**config.mk**
```make
export PLATFORM = sky130hd
export DESIGN_NAME = multi_ro_unpacker_flat
export DESIGN_NICKNAME = d
export VERILOG_FILES = /design/src/rtl/multi_ro_unpacker_pkg.sv /design/src/rtl/multi_ro_unpacker_if.sv /design/src/rtl/multi_ro_unpacker_ro_fifo_prefetch.sv /design/src/rtl/multi_ro_unpacker.sv /design/src/flat_wrapper.sv
export SDC_FILE = /design/constraint.sdc
export NUM_CORES = 1
export LEC_CHECK = 0
export CAP_MARGIN = 20
export CORE_AREA = 2 2 129 68
export DETAILED_ROUTE_END_ITERATION = 10
export DIE_AREA = 0 0 131 70
export PLACE_DENSITY = 0.67
export SETUP_SLACK_MARGIN = 0.15
export SLEW_MARGIN = 20
export SYNTH_ARGS = -nofsm -noshare
export SYNTH_HDL_FRONTEND = slang
export SYNTH_SLANG_ARGS = --single-unit
```
**constraint.sdc**
```tcl
create_clock -name CLK -period 5.75 [get_ports CLK]
set_clock_uncertainty 0.05 [all_clocks]
set_input_delay 1.15 -clock CLK [delete_from_list [all_inputs] [get_ports CLK]]
set_output_delay 1.15 -clock CLK [all_outputs]
set_load 0.02 [all_outputs]
```
**src/rtl/multi_ro_unpacker_pkg.sv**
```systemverilog
// Shared definitions for the readout unpacker: one-hot FSM states, trailer tag, header flag position.
package multi_ro_unpacker_pkg;

  typedef enum logic [3:0] {
    ST_IDLE    = 4'b0001,
    ST_HDR     = 4'b0010,
    ST_DATA    = 4'b0100,
    ST_TRAILER = 4'b1000
  } state_t;

  localparam logic [3:0] TRAILER_TAG = 4'hF;
  localparam int         DROP_CNT_W  = 8;

  // The header flag sits just above the payload in every FIFO word.
  function automatic int hdr_flag_bit(input int dw);
    return dw;
  endfunction

endpackage

```
**src/rtl/multi_ro_unpacker_if.sv**
```systemverilog
// Readout FIFO read port, framed output stream and status, bundled for the unpacker.
interface multi_ro_unpacker_if #(
  parameter int DW = 16
);
  import multi_ro_unpacker_pkg::*;

  logic                  FIFO_EMPTY;
  logic [DW:0]           FIFO_Q;
  logic                  RD_EN;
  logic [DW-1:0]         OUT_DATA;
  logic                  OUT_VALID;
  logic                  OUT_READY;
  logic                  OUT_SOP;
  logic                  OUT_EOP;
  logic [DROP_CNT_W-1:0] DROP_CNT;
  logic                  BUSY;

  modport master (
    input  FIFO_EMPTY, FIFO_Q, OUT_READY,
    output RD_EN, OUT_DATA, OUT_VALID, OUT_SOP, OUT_EOP, DROP_CNT, BUSY
  );

  modport slave (
    output FIFO_EMPTY, FIFO_Q, OUT_READY,
    input  RD_EN, OUT_DATA, OUT_VALID, OUT_SOP, OUT_EOP, DROP_CNT, BUSY
  );

endinterface

```
**src/rtl/multi_ro_unpacker_ro_fifo_prefetch.sv**
```systemverilog
// Two-entry prefetch buffer in front of the readout FIFO (read data arrives the cycle after RD_EN).
// The slot freed by this cycle's pop is counted as available, so one pop per cycle is sustained.
module multi_ro_unpacker_ro_fifo_prefetch #(
  parameter int DW = 16
) (
  input  logic        CLK,
  input  logic        RST,
  input  logic        fifo_empty,
  input  logic [DW:0] fifo_q,
  output logic        rd_en,
  output logic        head_valid,
  output logic [DW:0] head_word,
  input  logic        pop
);

  logic [DW:0] entry0_q;
  logic [DW:0] entry1_q;
  logic [1:0]  occ_q;
  logic        in_flight_q;
  logic [1:0]  occ_left;
  logic        push;

  assign push       = in_flight_q;
  assign occ_left   = occ_q - {1'b0, pop};
  // No read is launched during reset; one returning during reset is never captured.
  assign rd_en      = !RST && !fifo_empty && ((occ_left + {1'b0, in_flight_q}) < 2'd2);
  assign head_valid = (occ_q != 2'd0);
  assign head_word  = entry0_q;

  always_ff @(posedge CLK) begin
    if (RST) begin
      entry0_q    <= '0;
      entry1_q    <= '0;
      occ_q       <= 2'd0;
      in_flight_q <= 1'b0;
    end else begin
      in_flight_q <= rd_en;
      case ({push, pop})
        2'b01: begin
          entry0_q <= entry1_q;
          occ_q    <= occ_q - 2'd1;
        end
        2'b10: begin
          if (occ_q == 2'd0) entry0_q <= fifo_q;
          else               entry1_q <= fifo_q;
          occ_q <= occ_q + 2'd1;
        end
        2'b11: begin
          if (occ_q == 2'd1) begin
            entry0_q <= fifo_q;
          end else begin
            entry0_q <= entry1_q;
            entry1_q <= fifo_q;
          end
        end
        default: ;
      endcase
    end
  end

endmodule

```
**src/rtl/multi_ro_unpacker.sv**
```systemverilog
// Frames readout-FIFO words as header(SOP) / samples / generated trailer(EOP) on a valid/ready stream.
// Header shows one cycle after it heads the prefetch; outputs come from registers only and hold while stalled.
module multi_ro_unpacker
  import multi_ro_unpacker_pkg::*;
#(
  parameter int DW      = 16,
  parameter int TIMEOUT = 15
) (
  input logic                 CLK,
  input logic                 RST,
  multi_ro_unpacker_if.master bus
);

  localparam int CNT_W    = DW - 4;
  localparam int STARVE_W = $clog2(TIMEOUT + 1);
  localparam int HDR_BIT  = hdr_flag_bit(DW);
  localparam logic [STARVE_W-1:0] STARVE_LAST = STARVE_W'(TIMEOUT - 1);

  logic                  rd_en;
  logic                  head_valid;
  logic [DW:0]           head_word;
  logic                  pop;
  logic                  head_is_hdr;
  logic [DW-1:0]         head_payload;

  state_t                state_q;
  state_t                state_d;
  logic [CNT_W-1:0]      cnt_q;
  logic [CNT_W-1:0]      cnt_d;
  logic [STARVE_W-1:0]   starve_q;
  logic [STARVE_W-1:0]   starve_d;
  logic [DROP_CNT_W-1:0] drop_q;
  logic [DROP_CNT_W-1:0] drop_d;

  logic                  out_valid;
  logic                  out_sop;
  logic                  out_eop;
  logic [DW-1:0]         out_data;

  multi_ro_unpacker_ro_fifo_prefetch #(
    .DW(DW)
  ) u_ro_fifo_prefetch (
    .CLK        (CLK),
    .RST        (RST),
    .fifo_empty (bus.FIFO_EMPTY),
    .fifo_q     (bus.FIFO_Q),
    .rd_en      (rd_en),
    .head_valid (head_valid),
    .head_word  (head_word),
    .pop        (pop)
  );

  assign head_is_hdr  = head_word[HDR_BIT];
  assign head_payload = head_word[DW-1:0];

  always_comb begin
    state_d   = state_q;
    cnt_d     = cnt_q;
    starve_d  = starve_q;
    drop_d    = drop_q;
    pop       = 1'b0;
    out_valid = 1'b0;
    out_sop   = 1'b0;
    out_eop   = 1'b0;
    out_data  = '0;
    case (state_q)
      ST_IDLE: begin
        if (head_valid) begin
          if (head_is_hdr) begin
            state_d = ST_HDR;
          end else begin
            // Orphan sample with no open packet: discard it.
            pop = 1'b1;
            if (drop_q != '1) drop_d = drop_q + 8'd1;
          end
        end
      end
      ST_HDR: begin
        out_valid = 1'b1;
        out_sop   = 1'b1;
        out_data  = head_payload;
        if (bus.OUT_READY) begin
          pop      = 1'b1;
          cnt_d    = '0;
          starve_d = '0;
          state_d  = ST_DATA;
        end
      end
      ST_DATA: begin
        if (head_valid) begin
          starve_d = '0;
          if (head_is_hdr) begin
            state_d = ST_TRAILER;
          end else begin
            out_valid = 1'b1;
            out_data  = head_payload;
            if (bus.OUT_READY) begin
              pop = 1'b1;
              if (cnt_q != '1) cnt_d = cnt_q + CNT_W'(1);
            end
          end
        end else if (starve_q == STARVE_LAST) begin
          starve_d = '0;
          state_d  = ST_TRAILER;
        end else begin
          starve_d = starve_q + STARVE_W'(1);
        end
      end
      ST_TRAILER: begin
        out_valid = 1'b1;
        out_eop   = 1'b1;
        out_data  = {TRAILER_TAG, cnt_q};
        if (bus.OUT_READY) state_d = ST_IDLE;
      end
      default: state_d = ST_IDLE;
    endcase
  end

  always_ff @(posedge CLK) begin
    if (RST) begin
      state_q  <= ST_IDLE;
      cnt_q    <= '0;
      starve_q <= '0;
      drop_q   <= '0;
    end else begin
      state_q  <= state_d;
      cnt_q    <= cnt_d;
      starve_q <= starve_d;
      drop_q   <= drop_d;
    end
  end

  assign bus.RD_EN     = rd_en;
  assign bus.OUT_VALID = out_valid;
  assign bus.OUT_SOP   = out_sop;
  assign bus.OUT_EOP   = out_eop;
  assign bus.OUT_DATA  = out_data;
  assign bus.DROP_CNT  = drop_q;
  assign bus.BUSY      = (state_q != ST_IDLE);

endmodule

```
**src/flat_wrapper.sv**
```systemverilog
// flat-port wrapper written by rule: the top's interface ports become plain ports
module multi_ro_unpacker_flat import multi_ro_unpacker_pkg::*;
#(
  parameter int DW      = 16,
  parameter int TIMEOUT = 15
)
  (CLK, RST, bus_FIFO_EMPTY, bus_FIFO_Q, bus_OUT_READY, bus_RD_EN, bus_OUT_DATA, bus_OUT_VALID, bus_OUT_SOP, bus_OUT_EOP, bus_DROP_CNT, bus_BUSY);
  multi_ro_unpacker_if #(.DW(DW)) bus_i ();
  input logic CLK;
  input logic RST;
  input wire logic [$bits(bus_i.FIFO_EMPTY)-1:0] bus_FIFO_EMPTY;
  input wire logic [$bits(bus_i.FIFO_Q)-1:0] bus_FIFO_Q;
  input wire logic [$bits(bus_i.OUT_READY)-1:0] bus_OUT_READY;
  output wire logic [$bits(bus_i.RD_EN)-1:0] bus_RD_EN;
  output wire logic [$bits(bus_i.OUT_DATA)-1:0] bus_OUT_DATA;
  output wire logic [$bits(bus_i.OUT_VALID)-1:0] bus_OUT_VALID;
  output wire logic [$bits(bus_i.OUT_SOP)-1:0] bus_OUT_SOP;
  output wire logic [$bits(bus_i.OUT_EOP)-1:0] bus_OUT_EOP;
  output wire logic [$bits(bus_i.DROP_CNT)-1:0] bus_DROP_CNT;
  output wire logic [$bits(bus_i.BUSY)-1:0] bus_BUSY;
  assign bus_i.FIFO_EMPTY = bus_FIFO_EMPTY;
  assign bus_i.FIFO_Q = bus_FIFO_Q;
  assign bus_i.OUT_READY = bus_OUT_READY;
  assign bus_RD_EN = bus_i.RD_EN;
  assign bus_OUT_DATA = bus_i.OUT_DATA;
  assign bus_OUT_VALID = bus_i.OUT_VALID;
  assign bus_OUT_SOP = bus_i.OUT_SOP;
  assign bus_OUT_EOP = bus_i.OUT_EOP;
  assign bus_DROP_CNT = bus_i.DROP_CNT;
  assign bus_BUSY = bus_i.BUSY;
  multi_ro_unpacker #(.DW(DW), .TIMEOUT(TIMEOUT)) u_core (.CLK(CLK), .RST(RST), .bus(bus_i));
endmodule
```
==> results.cfg <==
[synth]
synthDistinctLibCells = 46
syn-instance-count = 434
yosys_warnings = 0
synthTopCellsByArea = dfxtp_1 37%, a21oi_1 6.5%, o21ai_0 5.4%, o2111ai_1 4.2%, xnor2_1 4.2%
syn-cell-area_mm2 = 0.003521
yosys.area.top_type_share_pct = 36.96
synth_enable_flop_cells = 0
synth.most_common_cell = dfxtp_1
yosys_register_bits = 65
synthFlopType = dfxtp_1
post_synth.cell_area_avg_um2 = 8.113
ys_seq_area_share_pct = 36.96
async_flop_share_pct = 0
yosys.area.top_type = dfxtp_1
syn_nets = 464
synthTopCellsByCount = 65 x dfxtp_1, 46 x a21oi_1, 38 x o21ai_0

[die]
start_util_pct = 42.64
dieArea_mm2 = 0.009170
core_mm2 = 0.008258
num_rows = 24
die-height_um = 70
die_w_um = 131
io_pins = 50

[pwr]
cellLeakagePower_uw = 0.001483
powerDensity_mw_per_mm2 = 451.9
peakVddDrop_mv = 0.2326

[cells_and_area]
layout.nets = 500
finish.utilization_pct = 53.42
area_delta_synth_final_pct = 25.30
drive_gt1_share_pct = 7.158
num_antenna_cells = 0

[clock_tree]
clockBufferDepth = 2
cts_hold_buf = 0
cts_root_buf = clkbuf_16
clk_latency_ps = 330
cts_tree = yes
htreeDepth = 3
post_cts_buffers = 0
postCtsResizedCells = 0
clk_pin_slew_worst_paths_ps = 50
cts_sinks = 65
cts_buffers = 9

[sta]
finalCriticalPeriod_ps = 5038
setup_tns_ps = 0
finalSetupViolations = 0
slew_headroom_pct = 43.28
fin_crit_sh_pct = 87.62
hold_ws_ps = 423.2
clock.fmax_mhz = 198.5
worst_pin_slew_ps = 847.7
hold_viol_final = 0
maxSlewViolCount = 0
rsz0062_at_grt = false

[detailed_routing]
vias = 3513
antenna_left = 0
drt-total-wl_um = 10120
first_iter_violations = 310
first_pass_iters = 6
routed_via_density = 5.934
wl_per_cell_um = 17.09
drc = 0

[worst_setup_path]
critPathCaptureType = primary output
critPathKind = primary input to primary output
required_ps = 4550
arrival_ps = 3840
critPathLaunchType = primary input
path_max_fanout = 10

[place]
dp_hpwl_um = 6741
gp_congestion = 0.8366
portBuffers = 49

[global_route]
grt_max_degree = 47
grt_pass1_wl_um = 16060
antenna_found_initial = 0
grt_use_total_pct = 22.33
grt_overflow = 0
grt_pass1_vias = 3232

[status]
status = complete, no violations

[min_path]
hold_class = register to register

[flow_run]
maxCapViolCount = 0
cell usage in the layout, fill, tap and decap left out, types with 14 or more instances in the layout:
| master | count |
|---|---|
| o21ai_0 | 38 |
| o2111ai_1 | 17 |
| dfxtp_1 | 65 |
| a21oi_1 | 46 |
| xnor2_1 | 17 |
| o21ai_1 | 15 |
| a31oi_1 | 20 |
| inv_1 | 20 |
| clkdlybuf4s50_1 | 49 |
| a211oi_1 | 14 |
| nor2_1 | 29 |
kinds of logic (layout without fill, tap and decap cells):
logic type	Yosys count	after routing	synth area share, %
buf+inv	54	95	6.077
xor+xnor	18	18	4.478
simple gates	100	100	14.78
mux	5	5	1.493
fa+ha+maj	9	9	3.198
flops	65	65	36.96
compound gates	183	183	33.01
area by class of cell:
class                   instances  area, µm²
well taps                     117      146.4
clock buffers                  13      250.2
inverters                      21      80.08
flip-flops and latches         65       1301
clock inverters                 3      40.04
fillers                       777       3846
multi-input cells             315       2028
repair buffers                 58      565.5
per-layer routing:
metal,up-vias,routed length [µm],track usage (%)
met4,0,119,6.383
met2,149,4192,31.49
met1,1657,5038,33.11
met5,-,0,0
li1,1693,-,-
met3,14,768,5.977
sequential cells by signal, indices dropped and copies added, names as in the netlist:
register,flops
u_core.u_ro_fifo_prefetch.head_word,17
u_core.starve_q,4
u_core.state_q,4
u_core.bus.DROP_CNT,8
u_core.u_ro_fifo_prefetch.occ_q,2
u_core.u_ro_fifo_prefetch.entry1_q,17
u_core.cnt_q,12
u_core.u_ro_fifo_prefetch.in_flight_q,1
per-stage QoR:
stage | total power [µW] | cells | instance area [µm²] | worst slack [ps]
6_report | 1994 | 592 | 4412 | 711.9
5_1_grt | 2116 | 592 | 4412 | 530.7
4_1_cts | 1986 | 592 | 4405 | 703.2
3_5_place_dp | 1442 | 576 | 4115 | 741.9
3_3_place_gp | 1428 | 575 | 4100 | 807.9
2_1_floorplan | 1227 | 434 | 3521 | 1651
worst max-delay path, cell delays in order:
cell             delay, ps
clkdlybuf4s50_1        720
and3_1                 320
nor2_1                 110
ha_1                   360
nand2_1                 90
xnor2_1                190
xnor2_1                110
nor3_1                 150
clkdlybuf4s50_1        630
worst paths after layout:
| kind | to | from | slack (ps) | cells past startpoint |
|---|---|---|---|---|
| setup / recovery | bus_RD_EN | bus_OUT_READY | 710 | 9 |
| hold / removal | u_core.u_ro_fifo_prefetch.entry1_q[13] | u_core.u_ro_fifo_prefetch.entry1_q[13] | 420 | 2 |
| setup reg to reg | u_core.u_ro_fifo_prefetch.entry1_q[1] | u_core.u_ro_fifo_prefetch.occ_q[0] | 1720 | 12 |
| hold reg to reg | u_core.u_ro_fifo_prefetch.entry1_q[13] | u_core.u_ro_fifo_prefetch.entry1_q[13] | 420 | 2 |
power by group:
group | internal (µW) | switching [µW] | total (µW)
Combinational | 302 | 548 | 849
Clock | 346 | 192 | 538
Sequential | 541 | 64.9 | 606
Total | 1190 | 805 | 1990
No activity file was read; power rests on OpenSTA's default activity.
